--- config.mk ---
export PLATFORM = sky130hd
export DESIGN_NAME = multiplier64_seq
export DESIGN_NICKNAME = d
export VERILOG_FILES = /design/src/rtl/mul64_pkg.sv /design/src/rtl/multiplier64_seq.sv
export SDC_FILE = /design/constraint.sdc
export NUM_CORES = 1
export LEC_CHECK = 0
export ABC_CLOCK_PERIOD_IN_PS = 9500
export CORE_UTILIZATION = 62
export DETAILED_ROUTE_END_ITERATION = 10
export GPL_TIMING_DRIVEN = 0
export MAX_ROUTING_LAYER = met4
export PLACE_DENSITY = 0.92
export SLEW_MARGIN = 40
export SYNTH_ARGS = -nofsm -noshare
export SYNTH_HDL_FRONTEND = slang
export SYNTH_SLANG_ARGS = --single-unit
export TNS_END_PERCENT = 10
--- constraint.sdc ---
create_clock -name clk -period 9.5 [get_ports clk]
set_clock_uncertainty 0.1 [all_clocks]
set_input_delay 0.95 -clock clk [delete_from_list [all_inputs] [get_ports clk]]
set_output_delay 0.95 -clock clk [all_outputs]
set_load 0.01 [all_outputs]
--- src/rtl/mul64_pkg.sv ---
// Shared definitions for the iterative 64-bit multiplier.
package mul64_pkg;

    localparam int unsigned WIDTH = 64;
    localparam int unsigned CNT_W = 7;

    typedef enum logic [1:0] {
        StIdle,
        StRun,
        StFix
    } mul_state_e;

    // Two's-complement negation of a full-width product.
    function automatic logic [2*WIDTH-1:0] neg128(input logic [2*WIDTH-1:0] x);
        return (~x) + {{(2*WIDTH-1){1'b0}}, 1'b1};
    endfunction

endpackage

--- src/rtl/multiplier64_seq.sv ---
// Radix-2 shift-add multiplier: full 2*WIDTH-bit product, signed or unsigned,
// WIDTH steps plus one sign-fix cycle behind a start/busy/done handshake.
module multiplier64_seq
    import mul64_pkg::*;
(
    input  logic             clk,
    input  logic             rst_n,
    input  logic             start_i,
    input  logic             signed_op_i,
    input  logic [WIDTH-1:0] a_i,
    input  logic [WIDTH-1:0] b_i,
    output logic             busy_o,
    output logic             done_o,
    output logic [WIDTH-1:0] prod_hi_o,
    output logic [WIDTH-1:0] prod_lo_o
);

    mul_state_e         state_q;
    logic [WIDTH:0]     acc_q;      // carry plus WIDTH bits
    logic [WIDTH-1:0]   mcand_q;
    logic [WIDTH-1:0]   mplier_q;   // shifts right, collects the product low half
    logic [CNT_W-1:0]   cnt_q;
    logic               neg_q;
    logic               busy_q;
    logic               done_q;
    logic [WIDTH-1:0]   prod_hi_q;
    logic [WIDTH-1:0]   prod_lo_q;

    logic [WIDTH-1:0]   a_mag;
    logic [WIDTH-1:0]   b_mag;
    logic [WIDTH:0]     addend;
    logic [WIDTH:0]     sum;
    logic [WIDTH:0]     acc_next;
    logic [WIDTH-1:0]   mplier_next;
    logic [2*WIDTH-1:0] product;
    logic [2*WIDTH-1:0] product_fixed;

    // Operand magnitudes and one shift-add step of the datapath.
    always_comb begin
        // The most negative value maps onto itself, which is its correct unsigned magnitude.
        a_mag = (signed_op_i && a_i[WIDTH-1]) ? (~a_i + WIDTH'(1)) : a_i;
        b_mag = (signed_op_i && b_i[WIDTH-1]) ? (~b_i + WIDTH'(1)) : b_i;

        addend      = mplier_q[0] ? {1'b0, mcand_q} : '0;
        sum         = acc_q + addend;
        acc_next    = {1'b0, sum[WIDTH:1]};
        mplier_next = {sum[0], mplier_q[WIDTH-1:1]};

        product       = {acc_q[WIDTH-1:0], mplier_q};
        product_fixed = neg_q ? neg128(product) : product;
    end

    // Control FSM with datapath registers and registered outputs.
    always_ff @(posedge clk or negedge rst_n) begin
        if (!rst_n) begin
            state_q   <= StIdle;
            acc_q     <= '0;
            mcand_q   <= '0;
            mplier_q  <= '0;
            cnt_q     <= '0;
            neg_q     <= 1'b0;
            busy_q    <= 1'b0;
            done_q    <= 1'b0;
            prod_hi_q <= '0;
            prod_lo_q <= '0;
        end else begin
            done_q <= 1'b0;
            unique case (state_q)
                StIdle: begin
                    if (start_i) begin
                        mcand_q  <= a_mag;
                        mplier_q <= b_mag;
                        neg_q    <= signed_op_i & (a_i[WIDTH-1] ^ b_i[WIDTH-1]);
                        acc_q    <= '0;
                        cnt_q    <= '0;
                        busy_q   <= 1'b1;
                        state_q  <= StRun;
                    end
                end
                StRun: begin
                    acc_q    <= acc_next;
                    mplier_q <= mplier_next;
                    cnt_q    <= cnt_q + CNT_W'(1);
                    if (cnt_q == CNT_W'(WIDTH - 1)) begin
                        state_q <= StFix;
                    end
                end
                StFix: begin
                    prod_hi_q <= product_fixed[2*WIDTH-1:WIDTH];
                    prod_lo_q <= product_fixed[WIDTH-1:0];
                    done_q    <= 1'b1;
                    busy_q    <= 1'b0;
                    state_q   <= StIdle;
                end
                default: begin
                    state_q <= StIdle;
                    busy_q  <= 1'b0;
                end
            endcase
        end
    end

    assign busy_o    = busy_q;
    assign done_o    = done_q;
    assign prod_hi_o = prod_hi_q;
    assign prod_lo_o = prod_lo_q;

endmodule

==> results of run 1 <==
## registers in the layout (all words and copies together), names as in the netlist
signal,count
acc_q,64
mcand_q,64
mplier_q,64
prod_hi_o,64
prod_lo_o,64
cnt_q,7
state_q,2
busy_o,1
done_o,1
neg_q,1
## layout make-up
type | instances | area (µm²) | share of cell area
flip-flops and latches | 332 | 8310 | 0.312
inverters | 32 | 120 | 0.00451
diodes | 3 | 7.51 | 0.000282
plain buffers | 162 | 627 | 0.0236
repair buffers | 266 | 2740 | 0.103
clock inverters | 11 | 136 | 0.00513
clock buffers | 52 | 1050 | 0.0395
multi-input cells | 2146 | 13100 | 0.491
well taps | 455 | 569 | 0.0214
## critical path: stages (launching register included)
cell and delay, ns:
dfrtp_1 0.54, clkbuf_1 0.40, inv_1 0.20, ha_1 0.22, or4b_4 0.52, or4_4 0.58, nor4_4 0.56, nand3b_1 0.24
clkbuf_1 0.29, or4_1 0.63, o41ai_1 0.42, xor2_1 0.18, o21ai_0 0.09
## final timing paths
| kind | from | end | slack, ns | cells past startpoint |
|---|---|---|---|---|
| worst max-delay path | mplier_q[0] | prod_hi_o[58] | 4.38 | 12 |
| worst min-delay path | rst_n | prod_lo_o[54] | 0.23 | 1 |
| worst max register to register | mplier_q[0] | prod_hi_o[58] | 4.38 | 12 |
| worst min register to register | mcand_q[52] | mcand_q[52] | 0.38 | 2 |
| max in group asynchronous | rst_n | mcand_q[40] | 7.93 | 3 |
| min in group clk | mcand_q[52] | mcand_q[52] | 0.38 | 2 |
## metal layers
metal / up-vias / share of wire
met1: 10883 / 0.37
met2: 1642 / 0.45
met3: 407 / 0.11
met5: - / 0
li1: 10165 / -
met4: 0 / 0.066
## cell families (layout without fill, tap and decap cells)
group / Yosys count / in the layout / synth area share
compound gates: 826 / 826 / 0.224
xor+xnor: 295 / 295 / 0.117
fa+ha+maj: 69 / 69 / 0.0394
buf+inv: 194 / 523 / 0.0335
flops: 332 / 332 / 0.376
mux: 8 / 8 / 0.00363
other cells: 0 / 3 / 0
simple gates: 948 / 948 / 0.206
## power groups by stage
stage          Combinational, mW  Sequential [mW]  Clock [mW]
2_1_floorplan               2.29             2.19           0
3_3_place_gp                3.00             2.36           0
3_5_place_dp                3.10             2.39           0
4_1_cts                     3.14             2.38        1.43
5_1_grt                     3.54             2.45        1.49
6_report                    3.24             2.42        1.44
## metrics by stage
stage	util	setup slack, ns	cell area [µm²]
6_report	0.765	4.38	26600
4_1_cts	0.764	4.53	26600
3_3_place_gp	0.726	-6.31	25300
3_5_place_dp	0.730	4.47	25400
5_1_grt	0.765	4.18	26600
2_1_floorplan	-	5.51	22100
## placed cells by master, fill, tap and decap left out, drive strengths merged, types with 77 or more instances in the layout
cell type,count
o21ai,417
nand2,412
dfrtp,332
clkdlybuf4s50,260
clkbuf,199
xor2,195
nor2,135
a21oi,129
xnor2,100
and2,77
==> results.sh, run 1 <==
export IMPL_run_status="finished, final reports clean"
export IMPL_fillers=2416
export IMPL_post_cts_buffers=0
export IMPL_worst_pin_slew_ns=0.965
export IMPL_grt_pass1_vias=22232
export IMPL_pwr_share_comb=0.456
export IMPL_grt_max_degree=82
export IMPL_dr_pass1_iters=6
export IMPL_fmax_mhz=195
export IMPL_yosysMostFrequentCell="nand2_1"
export IMPL_min_period_ns=5.12
export IMPL_routabilityCongestion=1.06
export IMPL_cts_tree="built"
export IMPL_slew_viol_final=0
export IMPL_avgViaCountPerCell=6.68
export IMPL_post_drt_wl_per_cell_um=22.8
export IMPL_setup_viol=0
export IMPL_crit_arrival_ns=5.43
export IMPL_wl_um=78800
export IMPL_clk_latency_ns=0.56
export IMPL_synth_seq_cells=332
export IMPL_start_util=0.635
export IMPL_holdWs_ns=0.226
export IMPL_seqPwrFrac=0.341
export IMPL_drc=0
export IMPL_grt_overflow=0
export IMPL_synth_area_leaders="dfrtp_1 (38%), o21ai_0 (9.3%), xor2_1 (7.7%)"
export IMPL_cp_end_kind="register"
export IMPL_htree_levels=2
export IMPL_internal_power_mw=3.90
export IMPL_ys_warn_count=0
export IMPL_synth_cell_type_count=71
export IMPL_rsz0062_at_grt="false"
export IMPL_track_usage=0.442
export IMPL_synth_main_ff_cell="dfrtp_1"
export IMPL_cts_made_buffers=37
export IMPL_top_usage_layer="met2"
export IMPL_p_total_mw=7.10
export IMPL_placed_cells=3392
export IMPL_netlist_top_cells_count="nand2_1 (412), o21ai_0 (411), dfrtp_1 (332)"
export IMPL_synth_edf_count=0
export IMPL_peakVddDrop_mv=0.175
export IMPL_p_sw_frac=0.451
export IMPL_use_met2=0.678
export IMPL_cp_data_required_time_ns=9.81
export IMPL_synth_top_area_share=0.376
export IMPL_power_switching_mw=3.20
export IMPL_nNetsFinal=3178
export IMPL_drtAntennaViolNets=0
export IMPL_cts_hold_fix_buffers=0
export IMPL_die_area_mm2=0.0364
export IMPL_core_area_mm2=0.0348
export IMPL_worstHoldPathType="input pin to asynchronous set/reset pin"
export IMPL_root_buffer="clkbuf_16"
export IMPL_final_layout_size_suffix_gt1_frac=0.0340
export IMPL_drt_iter0_drc=2929
export IMPL_met1_usage=0.536
export IMPL_antenna_found_initial=3
export IMPL_cts_sinks=332
export IMPL_synthCells=2672
export IMPL_clkPwrFrac=0.202
export IMPL_die_h_um=191
export IMPL_seq_area_frac_synth=0.376
export IMPL_io_pins=262
export IMPL_portBuffers=261
export IMPL_synth_top_area_cell="dfrtp_1"
export IMPL_crit_type="register to register"
export IMPL_vias=23097
export IMPL_cts_resized=0
export IMPL_syn2layout_area_growth_pct=20.5
export IMPL_clockBufferDepth=3
export IMPL_num_rows=68
export IMPL_crit_path_start_kind="register"
export IMPL_maxCapViolations=0
export IMPL_die_x_um=191
export IMPL_synthArstFlopShare=1.00
export IMPL_dp_hpwl_um=59100
export IMPL_clk_pin_slew_ns=0.06
export IMPL_cp_max_fo=10
export IMPL_post_route_period_util=0.539
export IMPL_instances_no_fill=3459
export IMPL_slew_headroom=0.357
export IMPL_hold_viol_final=0
export IMPL_grtUsageMet3=0.0929
export IMPL_grt_pass1_wl_um=121000
export IMPL_tns_ns=0
export IMPL_p_leak_nw=10.8
export IMPL_postSynthAreaPerCell_um2=8.27
export IMPL_syn_nets=2873
export IMPL_powerDensity_mw_per_mm2=267
export IMPL_synth_area_mm2=0.0221
No activity file was read; power rests on OpenSTA's default activity.
==> run 2: changes to the inputs <==
ABC_CLOCK_PERIOD_IN_PS = 4400   (was 9500)
CORE_UTILIZATION = 52   (was 62)
PLACE_DENSITY = 0.83   (was 0.92)
clock period = 4.4 ns   (was 9.5 ns; I/O delays follow)
==> run 2 against run 1 <==
Net effect: combinational power is 110% higher; fmax rose by 18%; wire length decreased by 1.0%; clock power up 130%; via count shrank 5.0%; critical path depth is 2 higher; critical endpoint is now prod_hi_o[60]; sequential power up 120%; largest cell class unchanged; die area rose by 19%; non-clock buffer count rose by 5; final cell count grew 2.7%; worst hold slack improved by 0.050 ns.
==> results.sh, run 2 (same netlist as run 1, synthesis figures left out) <==
export IMPL_run_status="finished, final reports clean"
export IMPL_dp_hpwl_um=60700
export IMPL_grt_pass1_vias=21682
export IMPL_worst_pin_slew_ns=0.973
export IMPL_num_rows=75
export IMPL_crit_path_start_kind="register"
export IMPL_crit_arrival_ns=4.70
export IMPL_post_drt_wl_per_cell_um=22.0
export IMPL_track_usage=0.368
export IMPL_clockBufferDepth=3
export IMPL_nNetsFinal=3185
export IMPL_crit_type="register to register"
export IMPL_grt_pass1_wl_um=121000
export IMPL_cts_sinks=332
export IMPL_syn2layout_area_growth_pct=22.1
export IMPL_dp_slack_ns=-0.829
export IMPL_core_area_mm2=0.0419
export IMPL_peakVddDrop_mv=0.315
export IMPL_rsz0062_at_grt="true"
export IMPL_grt_overflow=0
export IMPL_clk_latency_ns=0.58
export IMPL_avgViaCountPerCell=6.18
export IMPL_cp_end_kind="register"
export IMPL_drt_iter0_drc=2115
export IMPL_slew_viol_final=0
export IMPL_worstHoldPathType="input pin to asynchronous set/reset pin"
export IMPL_final_common_cell="nand2_1"
export IMPL_dr_pass1_iters=8
export IMPL_root_buffer="clkbuf_16"
export IMPL_drtAntennaViolNets=0
export IMPL_placed_cells=3477
export IMPL_cp_data_required_time_ns=4.75
export IMPL_slew_headroom=0.343
export IMPL_p_leak_nw=10.9
export IMPL_cts_made_buffers=39
export IMPL_cp_startpoint="mplier_q[0]"
export IMPL_powerDensity_mw_per_mm2=574
export IMPL_utilization=0.643
export IMPL_portBuffers=261
export IMPL_final_cell_mix="nand2_1 (412), o21ai_0 (411), dfrtp_1 (331)"
export IMPL_wl_um=78000
export IMPL_cts_tree="built"
export IMPL_die_area_mm2=0.0433
export IMPL_rr_startpoint="mplier_q[0]"
export IMPL_htree_levels=2
export IMPL_post_route_period_util=0.989
export IMPL_min_period_ns=4.35
export IMPL_antenna_found_initial=1
export IMPL_setup_slack_ns=0.0474
export IMPL_start_util=0.527
export IMPL_cp_max_fo=10
export IMPL_maxCapViolations=0
export IMPL_drc=0
export IMPL_clk_pin_slew_ns=0.06
export IMPL_fmax_mhz=230
export IMPL_die_h_um=208
export IMPL_io_pins=262
export IMPL_instances_no_fill=3552
export IMPL_grt_max_degree=76
export IMPL_setup_viol=0
export IMPL_routabilityCongestion=1.02
export IMPL_vias=21939
export IMPL_die_x_um=208
export IMPL_final_layout_size_suffix_gt1_frac=0.0408
export IMPL_hold_viol_final=0
-- run 2: final timing paths --
kind / depth (start not counted) / endpoint / slack (ns)
hold / removal: 2 / prod_lo_o[45] / 0.28
setup / recovery: 14 / prod_hi_o[60] / 0.05
setup reg to reg: 14 / prod_hi_o[60] / 0.05
hold reg to reg: 1 / state_q[1] / 0.36
min in group clk: 1 / state_q[1] / 0.36
max in group asynchronous: 5 / acc_q[43] / 2.66
-- run 2: critical path: stages, from the launching register on --
cell	delay, ns
dfrtp_2	0.42
clkbuf_8	0.18
inv_2	0.09
ha_2	0.20
or4b_4	0.51
or4_4	0.50
nor4_4	0.32
buf_6	0.19
nand3b_1	0.18
or3_4	0.41
or3_1	0.31
clkbuf_4	0.22
o41ai_2	0.25
xor2_1	0.25
o21ai_1	0.09
-- run 2: area by class of cell --
| cell class | instances | area [µm²] |
|---|---|---|
| diodes | 1 | 2.50 |
| fillers | 3663 | 15000 |
| clock inverters | 14 | 194 |
| inverters | 32 | 120 |
| repair buffers | 271 | 2800 |
| plain buffers | 162 | 641 |
| well taps | 539 | 674 |
| clock buffers | 55 | 1090 |
| multi-input cells | 2146 | 13100 |
| flip-flops and latches | 332 | 8310 |
-- run 2: what timing repair did --
| item | CTS | global route |
|---|---|---|
| pin swaps | 6 | 2 |
| endpoints found under the setup margin | 44 | 27 |
| cloned | 0 | 0 |
| buffers inserted | 2 | 2 |
| hold buffers | 1 | 0 |
| hold endpoints to repair | 49 | 0 |
| gates resized for setup | 11 | 12 |
-- run 2: through the flow --
| stage | hold WS [ns] | total power, mW | area (µm²) | TNS, ns |
|---|---|---|---|---|
| after floorplan | 0.0444 | 9.67 | 22100 | 0 |
| after global placement | 0.347 | 11.7 | 25400 | -3706.00 |
| after detailed placement | 0.274 | 11.9 | 25500 | -14.53 |
| after CTS | 0.267 | 15.3 | 26900 | 0 |
| after global routing | 0.313 | 16.5 | 27000 | -0.195 |
| final | 0.276 | 15.5 | 27000 | 0 |
-- run 2: report_power, final --
part / internal (mW) / switching, mW / total, mW / leakage [nW]
clock: 1.96 / 1.37 / 3.34 / 0.620
sequential: 3.92 / 1.29 / 5.22 / 3.98
combinational: 2.72 / 4.21 / 6.94 / 6.28
-- run 2: per-layer routing --
layer	vias up	share of wire	GRT usage
met4	0	0.046	0.163
met3	214	0.071	0.0468
met1	10536	0.41	0.462
met5	-	0	-
met2	996	0.47	0.596
li1	10193	-	-
